`src/rtl/alu_seq_ctrl.sv`:
```
// Execute-stage sequencer: hands arithmetic/logic ops to the external ALU,
// runs the shift ops bit-serially, and owns the SZCV flags and halt state.
module alu_seq_ctrl #(
  parameter int DATA_W  = 16,
  parameter int SHAMT_W = 4
) (
  input  logic              clk,
  input  logic              rst,
  input  logic              start,
  input  logic [3:0]        op,
  input  logic [DATA_W-1:0] in_a,
  input  logic [DATA_W-1:0] in_b,
  output logic              busy,
  output logic              done,
  output logic              we,
  output logic [DATA_W-1:0] result,
  output logic [3:0]        szcv,
  output logic              halted,
  output logic [DATA_W-1:0] alu_a,
  output logic [DATA_W-1:0] alu_b,
  output logic [3:0]        alu_op,
  input  logic [DATA_W-1:0] alu_out,
  input  logic [3:0]        alu_szcv
);

  localparam logic [3:0] OP_ADD  = 4'b0000;
  localparam logic [3:0] OP_SUB  = 4'b0001;
  localparam logic [3:0] OP_AND  = 4'b0010;
  localparam logic [3:0] OP_OR   = 4'b0011;
  localparam logic [3:0] OP_XOR  = 4'b0100;
  localparam logic [3:0] OP_CMP  = 4'b0101;
  localparam logic [3:0] OP_MOV  = 4'b0110;
  localparam logic [3:0] OP_SLL  = 4'b1000;
  localparam logic [3:0] OP_SLR  = 4'b1001;
  localparam logic [3:0] OP_SRL  = 4'b1010;
  localparam logic [3:0] OP_SRA  = 4'b1011;
  localparam logic [3:0] OP_HALT = 4'b1111;

  typedef enum logic [1:0] {
    IDLE  = 2'd0,
    EXEC  = 2'd1,
    SHIFT = 2'd2
  } state_t;

  state_t              state;
  state_t              state_nxt;
  logic [3:0]          op_lat;
  logic [DATA_W-1:0]   a_lat;
  logic [DATA_W-1:0]   b_lat;
  logic [DATA_W-1:0]   work;
  logic [SHAMT_W-1:0]  cnt;
  logic                cout;
  logic                accept;
  logic                shift_run;
  logic [DATA_W:0]     step;
  logic                done_nxt;
  logic                we_nxt;
  logic [DATA_W-1:0]   result_nxt;
  logic [3:0]          szcv_nxt;
  logic                halted_nxt;

  // One-bit shift step; returns {bit shifted out, shifted word}.
  function automatic logic [DATA_W:0] shift_step(input logic [3:0] sop,
                                                 input logic [DATA_W-1:0] w);
    logic [DATA_W:0] r;
    case (sop)
      OP_SLL:  r = {w[DATA_W-1], w[DATA_W-2:0], 1'b0};
      OP_SLR:  r = {1'b0, w[DATA_W-2:0], w[DATA_W-1]};
      OP_SRL:  r = {w[0], 1'b0, w[DATA_W-1:1]};
      OP_SRA:  r = {w[0], w[DATA_W-1], w[DATA_W-1:1]};
      default: r = {1'b0, w};
    endcase
    shift_step = r;
  endfunction

  function automatic logic is_shift(input logic [3:0] o);
    is_shift = (o[3:2] == 2'b10);
  endfunction

  assign accept    = (state == IDLE) && start && !halted;
  assign shift_run = (state == SHIFT) && (cnt != {SHAMT_W{1'b0}});
  assign step      = shift_step(op_lat, work);

  assign busy   = (state != IDLE);
  assign alu_a  = a_lat;
  assign alu_b  = b_lat;
  assign alu_op = op_lat;

  // State register.
  always_ff @(posedge clk) begin
    if (rst) begin
      state <= IDLE;
    end else begin
      state <= state_nxt;
    end
  end

  // Next-state logic.
  always_comb begin
    state_nxt = state;
    case (state)
      IDLE: begin
        if (accept) begin
          state_nxt = is_shift(op) ? SHIFT : EXEC;
        end else begin
          state_nxt = IDLE;
        end
      end
      EXEC: state_nxt = IDLE;
      SHIFT: begin
        if (cnt == {SHAMT_W{1'b0}}) begin
          state_nxt = IDLE;
        end else begin
          state_nxt = SHIFT;
        end
      end
      default: state_nxt = IDLE;
    endcase
  end

  // Completion outputs, writeback value and flag/halt updates for the exit edge.
  always_comb begin
    done_nxt   = 1'b0;
    we_nxt     = 1'b0;
    result_nxt = result;
    szcv_nxt   = szcv;
    halted_nxt = halted;
    case (state)
      EXEC: begin
        done_nxt = 1'b1;
        case (op_lat)
          OP_ADD, OP_SUB, OP_AND, OP_OR, OP_XOR: begin
            result_nxt = alu_out;
            szcv_nxt   = alu_szcv;
            we_nxt     = 1'b1;
          end
          OP_CMP:  szcv_nxt = alu_szcv;
          OP_MOV: begin
            result_nxt = b_lat;
            we_nxt     = 1'b1;
          end
          OP_HALT: halted_nxt = 1'b1;
          default: done_nxt = 1'b1;
        endcase
      end
      SHIFT: begin
        if (cnt == {SHAMT_W{1'b0}}) begin
          done_nxt   = 1'b1;
          we_nxt     = 1'b1;
          result_nxt = work;
          szcv_nxt   = {work[DATA_W-1], (work == {DATA_W{1'b0}}), cout, 1'b0};
        end else begin
          done_nxt = 1'b0;
        end
      end
      default: done_nxt = 1'b0;
    endcase
  end

  // Registered outputs and architectural state.
  always_ff @(posedge clk) begin
    if (rst) begin
      done   <= 1'b0;
      we     <= 1'b0;
      result <= {DATA_W{1'b0}};
      szcv   <= 4'b0000;
      halted <= 1'b0;
    end else begin
      done   <= done_nxt;
      we     <= we_nxt;
      result <= result_nxt;
      szcv   <= szcv_nxt;
      halted <= halted_nxt;
    end
  end

  // Operand latches and the serial shifter working registers.
  always_ff @(posedge clk) begin
    if (rst) begin
      op_lat <= 4'b0000;
      a_lat  <= {DATA_W{1'b0}};
      b_lat  <= {DATA_W{1'b0}};
      work   <= {DATA_W{1'b0}};
      cnt    <= {SHAMT_W{1'b0}};
      cout   <= 1'b0;
    end else if (accept) begin
      op_lat <= op;
      a_lat  <= in_a;
      b_lat  <= in_b;
      work   <= in_a;
      cnt    <= in_b[SHAMT_W-1:0];
      cout   <= 1'b0;
    end else if (shift_run) begin
      work <= step[DATA_W-1:0];
      cnt  <= cnt - SHAMT_W'(1);
      cout <= step[DATA_W];
    end
  end

endmodule

```
`config.mk`:
```
export PLATFORM = sky130hd
export DESIGN_NAME = alu_seq_ctrl
export DESIGN_NICKNAME = d
export VERILOG_FILES = /design/src/rtl/alu_seq_ctrl.sv
export SDC_FILE = /design/constraint.sdc
export NUM_CORES = 1
export LEC_CHECK = 0
export ABC_AREA = 1
export BUFFER_PORTS_ARGS = -buffer_cell sky130_fd_sc_hd__buf_2
export CORE_AREA = 2 2 94 96
export CTS_CLUSTER_SIZE = 8
export DETAILED_ROUTE_END_ITERATION = 8
export DIE_AREA = 0 0 96 98
export GPL_TIMING_DRIVEN = 0
export PLACE_DENSITY = 0.77
export SYNTH_ARGS = -nofsm -noshare
export SYNTH_HDL_FRONTEND = slang
export SYNTH_SLANG_ARGS = --single-unit
```
`constraint.sdc`:
```
create_clock -name clk -period 2.25 [get_ports clk]
set_clock_uncertainty 0.15 [all_clocks]
set_input_delay 0.1125 -clock clk [delete_from_list [all_inputs] [get_ports clk]]
set_output_delay 0.1125 -clock clk [all_outputs]
set_load 0.1 [all_outputs]
```
Word-level counts from Yosys, hierarchy flattened

Index checks and enable logic that the tools add are counted.

Output and inout bits: 60
Input bits: 59
Bits in registers: 82

Reductions and logical operators: 23
Add/sub/neg operators: 1
Mux-type cells: 19
Equality and inequality tests: 18

Operators by type and width:

| kind                                                | number |
|---|---|
| case mux 17 bit (4 select lines)                    | 1 |
| case mux 16 bit (2 select lines)                    | 2 |
| 2-to-1 mux 16 bit                                   | 3 |
| equality test 4 bit, second input constant          | 5 |
| zero test 16 bit                                    | 1 |
| 2-to-1 mux 4 bit                                    | 4 |
| equality test 4 x 3 -> 1 bit, second input constant | 3 |
| OR reduction 6 bit                                  | 2 |
| AND reduction 3 bit                                 | 3 |
| equality test 4 x 2 -> 1 bit, second input constant | 2 |
| zero test 4 bit                                     | 2 |
| case mux 4 bit (2 select lines)                     | 1 |
| nonzero test 4 bit                                  | 2 |
| 2-to-1 mux 2 bit                                    | 3 |
| nonzero test 2 bit                                  | 3 |
| nonzero test 5 bit                                  | 1 |
| OR reduction 5 bit                                  | 1 |
| equality test 2 bit, second input constant          | 2 |
| equality test 4 x 1 -> 1 bit, second input constant | 1 |
| != test 2 bit, second input constant                | 2 |
| case mux 1 bit (2 select lines)                     | 2 |
| case mux 2 bit (2 select lines)                     | 1 |
| AND reduction 2 bit                                 | 2 |
| subtractor 4 x 1 -> 4 bit, second input constant    | 1 |
| 8 further kinds                                     | 11 |

Depth between registers and ports, before layout

Depth after elaboration: 5
Mapped depth: 10

Worst setup path after synthesis

Ideal clock, no wire load.

Path kind: register to register
Start point: register op_lat[2] (netlist: alu_op[2])
End point: register result[15]
Setup time: 0.112 ns
Setup slack: 0.094 ns
Path buffers: 1
Stages on the path, launching flop included: 7
Data arrival time: 1.894 ns
Period minus slack after synthesis: 2.156 ns
Path through: dfxtp_1 -> nand2_2 -> o21ai_4 -> buf_2 -> nand4_1 -> nor2_1 -> nor2_1

Word-level cells in the longest chain between the ends: 4

Ends and longest elaborated chain:

| element                                                                           | line | source |
|---|---|---|
| from (decl)                                                                       | 47   | `logic [3:0] op_lat;` |
| from (signal assigned)                                                            | 187  | `op_lat <= op;` |
| equality test 4 x 1 -> 1 bit (tied with other cells)                              | 131  | `case (op_lat)` |
| OR reduction 5 bit                                                                | 131  |  |
| case mux 16 bit (2 select lines) / != test 3 x 1 -> 1 bit (equally long branches) | n/a  |  |
| case mux 16 bit (2 select lines) / AND reduction 3 bit (equally long branches)    | n/a  |  |
| to (signal assigned)                                                              | 165  | `result <= {DATA_W{1'b0}};` |
| to (signal assigned)                                                              | 171  | `result <= result_nxt;` |
| to (decl)                                                                         | 16   | `output logic [DATA_W-1:0] result,` |

Several ways; a longest one is shown, not always the timed one.
A chain may end at the register's enable or synchronous reset.

Final worst setup path

Start point: register state[0]
End point: register b_lat[2] (netlist: alu_b[2])

Word-level cells in the longest chain between the ends: 3

Ends and longest elaborated chain:

| element                        | line | source |
|---|---|---|
| from (decl)                    | 45   | `state_t state;` |
| from (signal assigned)         | 94   | `state <= state_nxt;` |
| zero test 2 bit                | 80   | `assign accept = (state == IDLE) && start && !halted;` |
| logical AND 1 bit (2 in a row) | 80   |  |
| to (signal assigned)           | 182  | `b_lat <= {DATA_W{1'b0}};` |
| to (signal assigned)           | 189  | `b_lat <= in_b;` |
| to (decl)                      | 49   | `logic [DATA_W-1:0] b_lat;` |

Every way passes these cells.

==> metrics <==
unrepaired setup endpoints after global routing no; critical path endpoint category register; Startpoint Class register; critical path's largest stage delay 0.58 ns; Detailed Place HPWL 9.122 mm; worst setup path category register to register; maximum number of pins on one net before global-route repair 14; layout overhead on the synthesized area 33.68%; number of buffers inserted by port buffering 117; cells along the critical path inv_1 -> ha_1 -> nand3_4 -> clkbuf_4 -> nand2_2 -> o22ai_1 -> dlygate4sd3_1; vias per cell 5.023; clock sink total 82; number of nets in the synthesized netlist 722; average wire per standard cell 13.28 um; clock tree from TritonCTS built; VDD IR max 0.0003940 V; TritonCTS buffer count 9; row count 34; Layout Cell Area excl Fill 5513 um^2; total cell area at the placement stage 4845 um^2; RePlAce Congestion 0.9244; Critical Path AT 2.35 ns; first-pass GRT wire length 19.97 mm; Worst Path Required 2.40 ns; layout cells sized above 1 18.92%; Post-Synthesis Cells 659; reg2reg setup slack 0.05 ns; power per cell area 792.4 nW/um^2; leakage power 2.788 nW; Crit Path Max Fanout 10; global-route usage over all layers 26.84%; die width 96 um; Max-Cap Viols 0; count of vias placed by the detailed router 4737; area enclosed by the die boundary 9408 um^2; initial antenna violation count 0; antenna diode count 0; result of the run finished, final reports clean; total length of routed wires 12.52 mm; 1st-pass router iterations 5; number of nets with antenna violations after detailed routing 0; vertical extent of the die 98 um; Final setup viols 0; portion of the post-synthesis area used by sequential elements 39.81%; Setup TNS 0 ns; number of top-level design ports 119; number of slew-limit violations in the final report 0; overall overflow remaining after global route 0; Post-CTS Setup Bufs 0; most used cells in the layout excluding fill and tap cells 223 x sky130_fd_sc_hd__nand2_1, 131 x sky130_fd_sc_hd__buf_2, 102 x sky130_fd_sc_hd__nor2_1; number of H-tree levels 3; clock latency reported for the late side of the worst-skew pair 0.36 ns; share of the cycle needed by the critical path after routing 97.91%; netlist area before placement 4124 um^2; count of unresolved DRC violations after routing 0; Worst Max-Slew Pin Slew 0.6091 ns; Unique masters post-synth 26; fill cell total of the finished layout 788; Slowest-stage cell, CP sky130_fd_sc_hd__dlygate4sd3_1; clock tree buffer depth 2; fin util 65.12%; starting utilization of the core area 48.71%; relative max-transition margin 59.39%; detailed router's first-iteration violation count 277; worst min path class input pin to register; tightest hold margin 0.01801 ns; cell chosen for the clock root sky130_fd_sc_hd__clkbuf_8; Final Hold Fails 0; Final Net Count 895; final setup margin 0.04708 ns; number of global-route vias before repair 4330; area inside the core boundary 8466 um^2; count of warnings emitted by yosys 0; register bit total from synthesis 82; final period demand of the worst path 2.203 ns; most common library cell in the layout ignoring fill and taps sky130_fd_sc_hd__nand2_1; Avg Synthesized Cell Area 6.258 um^2; Max Fclk 453.9 MHz; CTS clk-pin slew, worst paths 0.08 ns; placement-stage worst setup slack 0.3436 ns
-- state kept, by name, indices dropped and copies added (netlist names) --
name	cells
alu_a	16
alu_b	16
result	16
work	16
alu_op	4
cnt	4
szcv	4
state	2
cout	1
done	1
halted	1
we	1
-- report_power, final --
| group | internal [mW] | switching (mW) |
|---|---|---|
| Sequential | 1.58 | 0.104 |
| Combinational | 0.368 | 1.17 |
| Clock | 0.613 | 0.533 |
-- cell families (layout without fill, tap and decap cells) --
kind of cell | count (synthesis) | count (layout) | share of synthesized area [%]
flip-flops | 82 | 82 | 39.81
AO/OA/AOI/OAI | 81 | 81 | 10.29
adder cells (fa/ha/maj) | 4 | 4 | 1.214
AND/OR/NAND/NOR | 383 | 383 | 38.05
buffers and inverters | 109 | 285 | 10.65
-- routing by layer --
layer | track usage, % | vias to the layer above | part of all wire [%]
met5 | 0 | - | 0
met4 | 11.32 | 0 | 3.4
met3 | 4.090 | 43 | 7.4
met2 | 43.91 | 228 | 46
met1 | 34.82 | 2071 | 43
li1 | - | 2395 | -
-- layout make-up --
cell class | instances | area [um^2] | area share, %
multi-input cells | 468 | 2053 | 37.24
repair buffers | 162 | 1036 | 18.79
clock buffers | 9 | 123.9 | 2.247
inverters | 73 | 274.0 | 4.970
well taps | 108 | 135.1 | 2.451
plain buffers | 36 | 167.7 | 3.041
flip-flops and latches | 82 | 1642 | 29.78
clock inverters | 5 | 81.33 | 1.475
-- synth_stat cells (all sizes together) --
library cell	instances	area share [%]
nand4	24	3.6
dfxtp	82	40
a21oi	45	5.5
o21ai	31	4.0
nor2	103	9.6
nand3b	1	0.18
buf	20	2.5
o22ai	4	0.61
inv	73	6.6
ha	4	1.2
nor3	2	0.24
nand3	26	3.6
clkbuf	16	1.5
o211ai	1	0.18
and3	1	0.15
nand2	226	21
-- critical path, delay by kind of cell (launching register included) --
family,cells,cell delay [ns]
buf+inv,3,0.89
compound gates,1,0.19
fa+ha+maj,1,0.28
simple gates,2,0.30
flops,1,0.34
-- worst paths after layout --
path	depth (start not counted)	endpoint	start
setup / recovery	7	alu_b[2]	state[0]
hold / removal	5	result[15]	alu_out[15]
setup reg to reg	7	alu_b[2]	state[0]
hold reg to reg	2	szcv[3]	szcv[3]
-- metrics by stage --
step | cells | power [mW]
floorplan | 659 | 2.872
global placement | 884 | 3.149
detailed placement | 884 | 3.173
CTS | 943 | 4.358
global route | 943 | 4.558
finish | 943 | 4.368
-- timing repair --
item                       4_1_cts  5_1_grt
hold endpoints to repair        59        0
setup endpoints to repair        0        3
resized for setup                0        3
hold buffers                    45        0
(Power assumes the default switching activity.)
